## src/rtl/aes_rcon_pkg.sv

```systemverilog
// Shared types, per-mode constants and the GF(2^8) doubling helper for the
// AES key-schedule descriptor sequencer.
package aes_rcon_pkg;

  typedef enum logic [1:0] {AES128 = 2'd0, AES192 = 2'd1, AES256 = 2'd2} mode_e;
  typedef enum logic [1:0] {OP_XOR = 2'd0, OP_ROTSUB = 2'd1, OP_SUB = 2'd2} op_e;
  typedef enum logic [1:0] {S_IDLE = 2'd0, S_RUN = 2'd1, S_DONE = 2'd2} state_e;

  localparam int unsigned NK_128   = 4;
  localparam int unsigned NK_192   = 6;
  localparam int unsigned NK_256   = 8;
  localparam int unsigned LAST_128 = 43;
  localparam int unsigned LAST_192 = 51;
  localparam int unsigned LAST_256 = 59;

  localparam logic [7:0] RCON_POLY = 8'h1b;

  function automatic int unsigned nk_of(mode_e m);
    case (m)
      AES192:  return NK_192;
      AES256:  return NK_256;
      default: return NK_128;
    endcase
  endfunction

  function automatic int unsigned last_of(mode_e m);
    case (m)
      AES192:  return LAST_192;
      AES256:  return LAST_256;
      default: return LAST_128;
    endcase
  endfunction

  function automatic logic [7:0] xtime(logic [7:0] b);
    return {b[6:0], 1'b0} ^ (b[7] ? RCON_POLY : 8'h00);
  endfunction

endpackage

```

## src/rtl/aes_rcon_sched.sv

```systemverilog
// Key-expansion sequencer: streams one (index, op, rcon) descriptor per
// expanded word over a valid/ready handshake for AES-128/192/256.
//
// state  | meaning
// IDLE   | no schedule loaded, or last kld carried an illegal mode
// RUN    | presenting descriptors, advancing on each acceptance
// DONE   | last word accepted, descriptor held until next kld
module aes_rcon_sched
  import aes_rcon_pkg::*;
#(
  parameter int         IDX_W       = 6,
  parameter logic [7:0] RCON_INIT   = 8'h01,
  parameter bit         SUPPORT_256 = 1'b1
) (
  input  logic             clk,
  input  logic             rst_n,
  input  logic             kld_i,
  input  logic [1:0]       mode_i,
  output logic             out_valid_o,
  input  logic             out_ready_i,
  output logic [IDX_W-1:0] word_idx_o,
  output logic [1:0]       op_o,
  output logic [31:0]      rcon_o,
  output logic             busy_o,
  output logic             done_o,
  output logic             err_o
);

  state_e           state_q, state_d;
  mode_e            mode_q, mode_d;
  logic [2:0]       phase_q, phase_d;
  logic [IDX_W-1:0] idx_q, idx_d;
  logic [7:0]       rbyte_q, rbyte_d;
  op_e              op_q, op_d;
  logic [31:0]      rcon_q, rcon_d;
  logic             err_q, err_d;

  logic             legal;
  logic             wrap;
  logic [2:0]       phase_nx;
  logic [7:0]       rbyte_nx;
  op_e              op_nx;
  logic [IDX_W-1:0] last_idx;
  logic [IDX_W-1:0] kld_nk;

  assign legal    = (mode_i != 2'd3) && ((mode_i != 2'd2) || SUPPORT_256);
  assign wrap     = (phase_q == 3'(nk_of(mode_q) - 1));
  assign phase_nx = wrap ? 3'd0 : phase_q + 3'd1;
  assign rbyte_nx = wrap ? xtime(rbyte_q) : rbyte_q;
  assign last_idx = IDX_W'(last_of(mode_q));
  assign kld_nk   = IDX_W'(nk_of(mode_e'(mode_i)));

  // Operation of the word that follows the current one.
  always_comb begin
    op_nx = OP_XOR;
    if (phase_nx == 3'd0) begin
      op_nx = OP_ROTSUB;
    end else if (mode_q == AES256 && phase_nx == 3'd4) begin
      op_nx = OP_SUB;
    end
  end

  always_comb begin
    state_d = state_q;
    mode_d  = mode_q;
    phase_d = phase_q;
    idx_d   = idx_q;
    rbyte_d = rbyte_q;
    op_d    = op_q;
    rcon_d  = rcon_q;
    err_d   = err_q;
    if (kld_i) begin
      phase_d = 3'd0;
      rbyte_d = RCON_INIT;
      if (legal) begin
        state_d = S_RUN;
        mode_d  = mode_e'(mode_i);
        idx_d   = kld_nk;
        op_d    = OP_ROTSUB;
        rcon_d  = {RCON_INIT, 24'h0};
        err_d   = 1'b0;
      end else begin
        state_d = S_IDLE;
        idx_d   = '0;
        op_d    = OP_XOR;
        rcon_d  = 32'h0;
        err_d   = 1'b1;
      end
    end else if (state_q == S_RUN && out_ready_i) begin
      if (idx_q == last_idx) begin
        state_d = S_DONE;
      end else begin
        phase_d = phase_nx;
        rbyte_d = rbyte_nx;
        idx_d   = idx_q + IDX_W'(1);
        op_d    = op_nx;
        rcon_d  = (op_nx == OP_ROTSUB) ? {rbyte_nx, 24'h0} : 32'h0;
      end
    end
  end

  always_ff @(posedge clk or negedge rst_n) begin
    if (!rst_n) begin
      state_q <= S_IDLE;
      mode_q  <= AES128;
      phase_q <= 3'd0;
      idx_q   <= '0;
      rbyte_q <= RCON_INIT;
      op_q    <= OP_XOR;
      rcon_q  <= 32'h0;
      err_q   <= 1'b0;
    end else begin
      state_q <= state_d;
      mode_q  <= mode_d;
      phase_q <= phase_d;
      idx_q   <= idx_d;
      rbyte_q <= rbyte_d;
      op_q    <= op_d;
      rcon_q  <= rcon_d;
      err_q   <= err_d;
    end
  end

  assign out_valid_o = (state_q == S_RUN);
  assign busy_o      = (state_q == S_RUN);
  assign done_o      = (state_q == S_DONE);
  assign err_o       = err_q;
  assign word_idx_o  = idx_q;
  assign op_o        = op_q;
  assign rcon_o      = rcon_q;

endmodule

```

## config.mk

```make
export PLATFORM = sky130hd
export DESIGN_NAME = aes_rcon_sched
export DESIGN_NICKNAME = d
export VERILOG_FILES = /design/src/rtl/aes_rcon_pkg.sv /design/src/rtl/aes_rcon_sched.sv
export SDC_FILE = /design/constraint.sdc
export NUM_CORES = 1
export LEC_CHECK = 0
export BUFFER_PORTS_ARGS = -buffer_cell sky130_fd_sc_hd__buf_2
export CORE_MARGIN = 3
export CORE_UTILIZATION = 56
export CTS_CLUSTER_DIAMETER = 120
export DETAILED_ROUTE_END_ITERATION = 12
export PLACE_DENSITY = 0.82
export SYNTH_ARGS = -nofsm -noshare
export SYNTH_HDL_FRONTEND = slang
export SYNTH_SLANG_ARGS = --single-unit
```

## constraint.sdc

```tcl
create_clock -name clk -period 4.9 [get_ports clk]
set_input_delay 0.245 -clock clk [delete_from_list [all_inputs] [get_ports clk]]
set_output_delay 0.245 -clock clk [all_outputs]
set_load 0.01 [all_outputs]
```

# --- Word level (Yosys, flattened, before mapping) ---
# Index checks and enable logic that the tools add are counted.
word_totals:
  register_bits: 56
  in_bits: 6
  out_inout_bits: 44
  wordCells: 63
classes:
  addsub: 3
  n_eq_ne: 12
  mux: 31
  bitwise: 1
  reduce_logical: 8
ops:
  columns: ["cell", "count"]
  rows:
  - ["2-to-1 mux 32 bit", 4]
  - ["2-to-1 mux 8 bit", 4]
  - ["2-to-1 mux 25 bit", 1]
  - ["2-to-1 mux 6 bit", 3]
  - ["2-to-1 mux 2 bit", 8]
  - ["2-to-1 mux 3 bit", 4]
  - ["case mux 5 bit (2 select lines)", 1]
  - ["equality test 2 x 1 -> 1 bit (second input constant)", 4]
  - ["case mux 4 bit (2 select lines)", 1]
  - ["XOR 8 x 5 -> 8 bit", 1]
  - ["adder 6 x 1 -> 6 bit (second input constant)", 1]
  - ["equality test 2 bit (second input constant)", 3]
  - ["equality test 6 bit", 1]
  - ["case mux 3 bit (2 select lines)", 1]
  - ["AND reduction 2 bit", 3]
  - ["2-to-1 mux 5 bit", 1]
  - ["2-to-1 mux 4 bit", 1]
  - ["inequality test 2 bit (second input constant)", 2]
  - ["nonzero test 2 bit", 2]
  - ["adder 3 x 1 -> 3 bit (second input constant)", 1]
  - ["equality test 3 bit", 1]
  - ["equality test 3 bit (second input constant)", 1]
  - ["zero test 3 bit", 1]
  - ["subtractor 3 x 1 -> 3 bit (second input constant)", 1]
  - ["other kinds (2)", 4]

# --- Longest topological paths before layout ---
depth:
  depth_word: 14
  depth_mapped: 7
  depth_no_buf: 6

# --- Least setup slack after synthesis ---
# No wires, ideal clock.
synth_timing:
  path_kind: "register to register"
  start: "register mode_q[0]"
  end: "register op_q[0], in the netlist op_o[0]"
  setup_time_ps: 125
  t_arrival_ps: 1791
  t_required_ps: 4775
  path_slack_ps: 2984
  stages_incl_launch_ff: 8
  n_path_buf: 1
  synth_period_minus_slack_ps: 1916
  cell_sequence: "dfrtp_1 inv_1 ha_1 xnor2_1 o31a_1 buf_6 nor2_8 mux2_2"
synth_between:
  elab_chain_cells: 10
  word_cells_on_any_way: 15
  cone_classes: "1 x add/sub; 5 x eq/ne; 7 x mux; 2 x reduce/logical"
synth_rtl:
  columns: ["element", "line", "source"]
  rows:
  - ["from (decl)", "aes_rcon_sched.sv:30", "mode_e mode_q, mode_d;"]
  - ["from (signal assigned)", "aes_rcon_sched.sv:114", "mode_q <= mode_d;"]
  - ["equality test 2 bit or equality test 2 x 1 -> 1 bit (tied branches)", "aes_rcon_pkg.sv:19, aes_rcon_pkg.sv:27", null]
  - ["case mux 3 bit (2 select lines)", "aes_rcon_pkg.sv:19", "case (m)"]
  - ["subtractor 3 x 1 -> 3 bit", "aes_rcon_sched.sv:47", "assign wrap = (phase_q == 3'(nk_of(mode_q) - 1));"]
  - ["equality test 3 bit", "aes_rcon_sched.sv:47", null]
  - ["2-to-1 mux 3 bit", "aes_rcon_sched.sv:48", "assign phase_nx = wrap ? 3'd0 : phase_q + 3'd1;"]
  - ["zero test 3 bit", "aes_rcon_sched.sv:56", "if (phase_nx == 3'd0) begin"]
  - ["2-to-1 mux 2 bit", "aes_rcon_sched.sv:56", null]
  - ["2-to-1 mux 2 bit", "aes_rcon_sched.sv:90", "if (idx_q == last_idx) begin"]
  - ["2-to-1 mux 2 bit", "aes_rcon_sched.sv:89", "end else if (state_q == S_RUN && out_ready_i) begin"]
  - ["2-to-1 mux 2 bit", "aes_rcon_sched.sv:72", "if (kld_i) begin"]
  - ["to (signal assigned)", "aes_rcon_sched.sv:118", "op_q <= op_d;"]
  - ["to (decl)", "aes_rcon_sched.sv:34", "op_e op_q, op_d;"]
# Parallel ways exist; a longest one is shown, timed or not. The select of a mux whose other input is x is not followed.
# A chain may end at the register's enable or synchronous reset.

# --- Final worst setup path ---
layout_timing:
  start: "register mode_q[0]"
  end: "register rbyte_q[2]"
layout_between:
  elab_chain_cells: 8
  word_cells_on_any_way: 13
  cone_classes: "1 x add/sub; 5 x eq/ne; 6 x mux; 1 x reduce/logical"
layout_rtl:
  columns: ["element", "line", "source"]
  rows:
  - ["equality test 2 bit or equality test 2 x 1 -> 1 bit (tied branches)", "aes_rcon_pkg.sv:19, aes_rcon_pkg.sv:27", null]
  - ["case mux 3 bit (2 select lines)", "aes_rcon_pkg.sv:19", null]
  - ["subtractor 3 x 1 -> 3 bit", "aes_rcon_sched.sv:47", null]
  - ["equality test 3 bit", "aes_rcon_sched.sv:47", null]
  - ["2-to-1 mux 8 bit", "aes_rcon_sched.sv:49", "assign rbyte_nx = wrap ? xtime(rbyte_q) : rbyte_q;"]
  - ["2-to-1 mux 8 bit", "aes_rcon_sched.sv:90", null]
  - ["2-to-1 mux 8 bit", "aes_rcon_sched.sv:89", null]
  - ["2-to-1 mux 8 bit", "aes_rcon_sched.sv:72", null]
  - ["to (signal assigned)", "aes_rcon_sched.sv:117", "rbyte_q <= rbyte_d;"]
  - ["to (decl)", "aes_rcon_sched.sv:33", "logic [7:0] rbyte_q, rbyte_d;"]
# Parallel ways exist; a longest one is shown, timed or not. The select of a mux whose other input is x is not followed.

==> results.sh <==
export IMPL_status="finished clean"
export IMPL_seqPwrFrac_pct=54.8
export IMPL_core_mm2=0.00308
export IMPL_period_needed_ns=2.38
export IMPL_fp_row_count=20
export IMPL_cts_sinks=32
export IMPL_cts_max_path_buffers=2
export IMPL_synth_area_mm2=0.00183
export IMPL_rsz0062_at_grt="no"
export IMPL_cts_root_buf="clkbuf_4"
export IMPL_tightestPinTransition_ns=0.766
export IMPL_cts_buffers=5
export IMPL_htree_levels=2
export IMPL_fin_total_pwr_w=0.000527
export IMPL_insertion_delay_ns=0.35
export IMPL_r2r_start="mode_q[0]"
export IMPL_p_int_w=0.000364
export IMPL_wl_per_cell_um=14.9
export IMPL_yosysWarnings=0
export IMPL_synth_area_leaders="dfrtp_1, buf_4, mux2i_1, xor2_1, o2bb2ai_1"
export IMPL_required_ns=5.17
export IMPL_dr_pass1_iters=4
export IMPL_place_ws_ns=2.56
export IMPL_vias=1286
export IMPL_crit_chain="inv_1 > ha_1 > xor2_1 > nand3_1 > nor2_2 > mux2i_1"
export IMPL_place_inst=236
export IMPL_synth_cells=176
export IMPL_grt_pass1_vias=1311
export IMPL_hp_start="mode_i[0]"
export IMPL_synth_common_cells="dfrtp_1, buf_4, nand2_1, nor2_1, mux2i_1"
export IMPL_clockPowerShare_pct=27.0
export IMPL_fin_skew_ns=0.0102
export IMPL_p_comb_share_pct=18.2
export IMPL_cts_setup_buffers=0
export IMPL_drt_wl_total_um=3640
export IMPL_antenna_cells=0
export IMPL_ys_seq_elements=32
export IMPL_routabilityCongestion=0.801
export IMPL_hpwl_um=2690
export IMPL_drive_gt1_share_pct=18.5
export IMPL_viasPerCell=5.27
export IMPL_yosysTopAreaCell="dfrtp_1"
export IMPL_fillers=268
export IMPL_die_w_um=63.2
export IMPL_hold_path_class="in -> reg"
export IMPL_fin_nets=210
export IMPL_overflow=0
export IMPL_finalSetupViolCount=0
export IMPL_instances_no_fill=244
export IMPL_fin_crit_sh_pct=48.6
export IMPL_clk_pin_slew_ns=0.10
export IMPL_yosysMostFrequentCell="dfrtp_1"
export IMPL_async_flop_share_pct=100
export IMPL_grt_pass1_wl_um=6180
export IMPL_syn2layout_area_growth_pct=5.32
export IMPL_crit_path_start_kind="flop"
export IMPL_cts_resized=0
export IMPL_final_setup_worst_slack_ns=2.52
export IMPL_grt_met1_usage_pct=23.4
export IMPL_first_iter_violations=18
export IMPL_power_leakage_nw=0.987
export IMPL_fmax_mhz=420
export IMPL_avgSynthCellArea_um2=10.4
export IMPL_grt_usage_pct=20.0
export IMPL_hold_viol=0
export IMPL_r2r_cells=6
export IMPL_use_met2_pct=32.5
export IMPL_top_usage_layer="met2"
export IMPL_antenna_found_initial=0
export IMPL_route_detailed_drc=0
export IMPL_initial_core_util_pct=59.6
export IMPL_maxCapViolCount=0
export IMPL_synth_enable_flop_cells=0
export IMPL_use_met3_pct=6.24
export IMPL_yosysSeqAreaShare_pct=43.7
export IMPL_yosys_cell_types_count=43
export IMPL_power_switching_w=0.000163
export IMPL_ys_flop_type="dfrtp_1"
export IMPL_cts_tree="done"
export IMPL_ir_drop_mv=0.200
export IMPL_whs_path_depth=2
export IMPL_slowest_stage="nand3_1"
export IMPL_die_h_um=63.2
export IMPL_fin_hold_ws_ns=0.145
export IMPL_fin_tns_setup_ns=0
export IMPL_slew_headroom_pct=48.8
export IMPL_path_class="reg -> reg"
export IMPL_critPathMaxFanout=15
export IMPL_dieArea_mm2=0.00400
export IMPL_ant_nets=0
export IMPL_ff2ff_setup_slack_ns=2.52
export IMPL_switching_share_pct=30.9
export IMPL_max_stage_delay_ns=0.56
export IMPL_power_density_mw_per_mm2=273
export IMPL_numPortBuffers=25
export IMPL_grt_max_degree=33
export IMPL_worstPathArrival_ns=2.65
export IMPL_pin_count=50
export IMPL_slew_violations=0
export IMPL_min_delay_worst_endpoint="word_idx_o[3]"
export IMPL_cp_end_kind="flop"
export IMPL_rr_endpoint="rbyte_q[2]"
export IMPL_yosysTopAreaCellShare_pct=42.3
export IMPL_hold_buffers=1
==> worst max-delay path by stage <==
stage / startpoint / end / slack (ns) / cells after the start
final: mode_q[0] / rbyte_q[2] / 2.52 / 6
after global routing: mode_q[0] / rbyte_q[2] / 2.34 / 6
after CTS: mode_q[0] / rbyte_q[2] / 2.52 / 6
after detailed placement: mode_q[0] / rbyte_q[2] / 2.56 / 6
after global placement: mode_q[0] / rbyte_q[5] / 2.72 / 6
after floorplan: mode_q[0] / op_o[0] / 2.98 / 7
==> layout by cell type, fill, tap and decap left out, types with 3 or more instances in the layout <==
cell type	synthesis	layout
nand3b_1	3	3
nor2_1	15	15
xor2_1	8	8
conb_1	1	24
o22ai_1	4	4
nand2_1	15	15
mux2i_1	13	13
clkbuf_4	0	5
buf_2	2	25
ha_1	4	4
xnor2_1	5	5
nand3_1	4	4
dfrtp_1	31	31
o2bb2ai_1	7	7
==> cell families after synthesis <==
group / after synthesis / synth area share (%)
compound gates: 24 / 10.7
xor+xnor: 13 / 6.21
fa+ha+maj: 4 / 2.73
buf+inv: 35 / 12.9
flops: 32 / 43.7
mux: 15 / 8.32
other cells: 1 / 0.204
simple gates: 52 / 15.2
==> through the flow <==
step	cell area [um2]	util, %
final	1930	62.8
after CTS	1930	62.8
after global placement	1880	60.9
after global routing	1930	62.8
after detailed placement	1880	60.9
after floorplan	1920	-
==> layer usage <==
| metal | vias up | share of wire, % |
|---|---|---|
| li1 | 608 | - |
| met2 | 55 | 48 |
| met4 | 0 | 2.4 |
| met1 | 611 | 43 |
| met3 | 12 | 6.3 |
| met5 | - | 0 |
==> layout make-up <==
| cell class | count | area, um2 | share of cell area, % |
|---|---|---|---|
| clock buffer | 6 | 41.3 | 2.14 |
| clock inverter | 1 | 5.00 | 0.259 |
| inverter | 3 | 11.3 | 0.583 |
| multi-input combinational | 132 | 882 | 45.7 |
| sequential | 32 | 802 | 41.5 |
| tap | 44 | 55.1 | 2.85 |
| timing repair buffer | 26 | 135 | 6.99 |
==> power by group through the flow <==
stage | registers, W | clock network (W) | logic [W]
after floorplan | 0.000294 | 0 | 0.0000808
after global placement | 0.000292 | 0 | 0.0000913
after detailed placement | 0.000293 | 0 | 0.0000948
after CTS | 0.000288 | 0.000144 | 0.0000960
after global routing | 0.000291 | 0.000156 | 0.000105
final | 0.000289 | 0.000142 | 0.0000959
==> state kept, by name, summed over array words and instances, names as in the netlist <==
name,count
op_o,2
err_o,1
phase_q,3
word_idx_o,6
rcon_o,8
mode_q,2
rbyte_q,8
state_q,2
==> critical path, delay by kind of cell, from the launching register on <==
family	cells	cell delay, ns
XOR/XNOR	1	0.17
adder cells (fa/ha/maj)	1	0.33
buffers and inverters	1	0.06
flip-flops	1	0.39
multiplexers	1	0.27
AND/OR/NAND/NOR	2	1.09
Note: power is estimated with default switching activity, not from simulation.
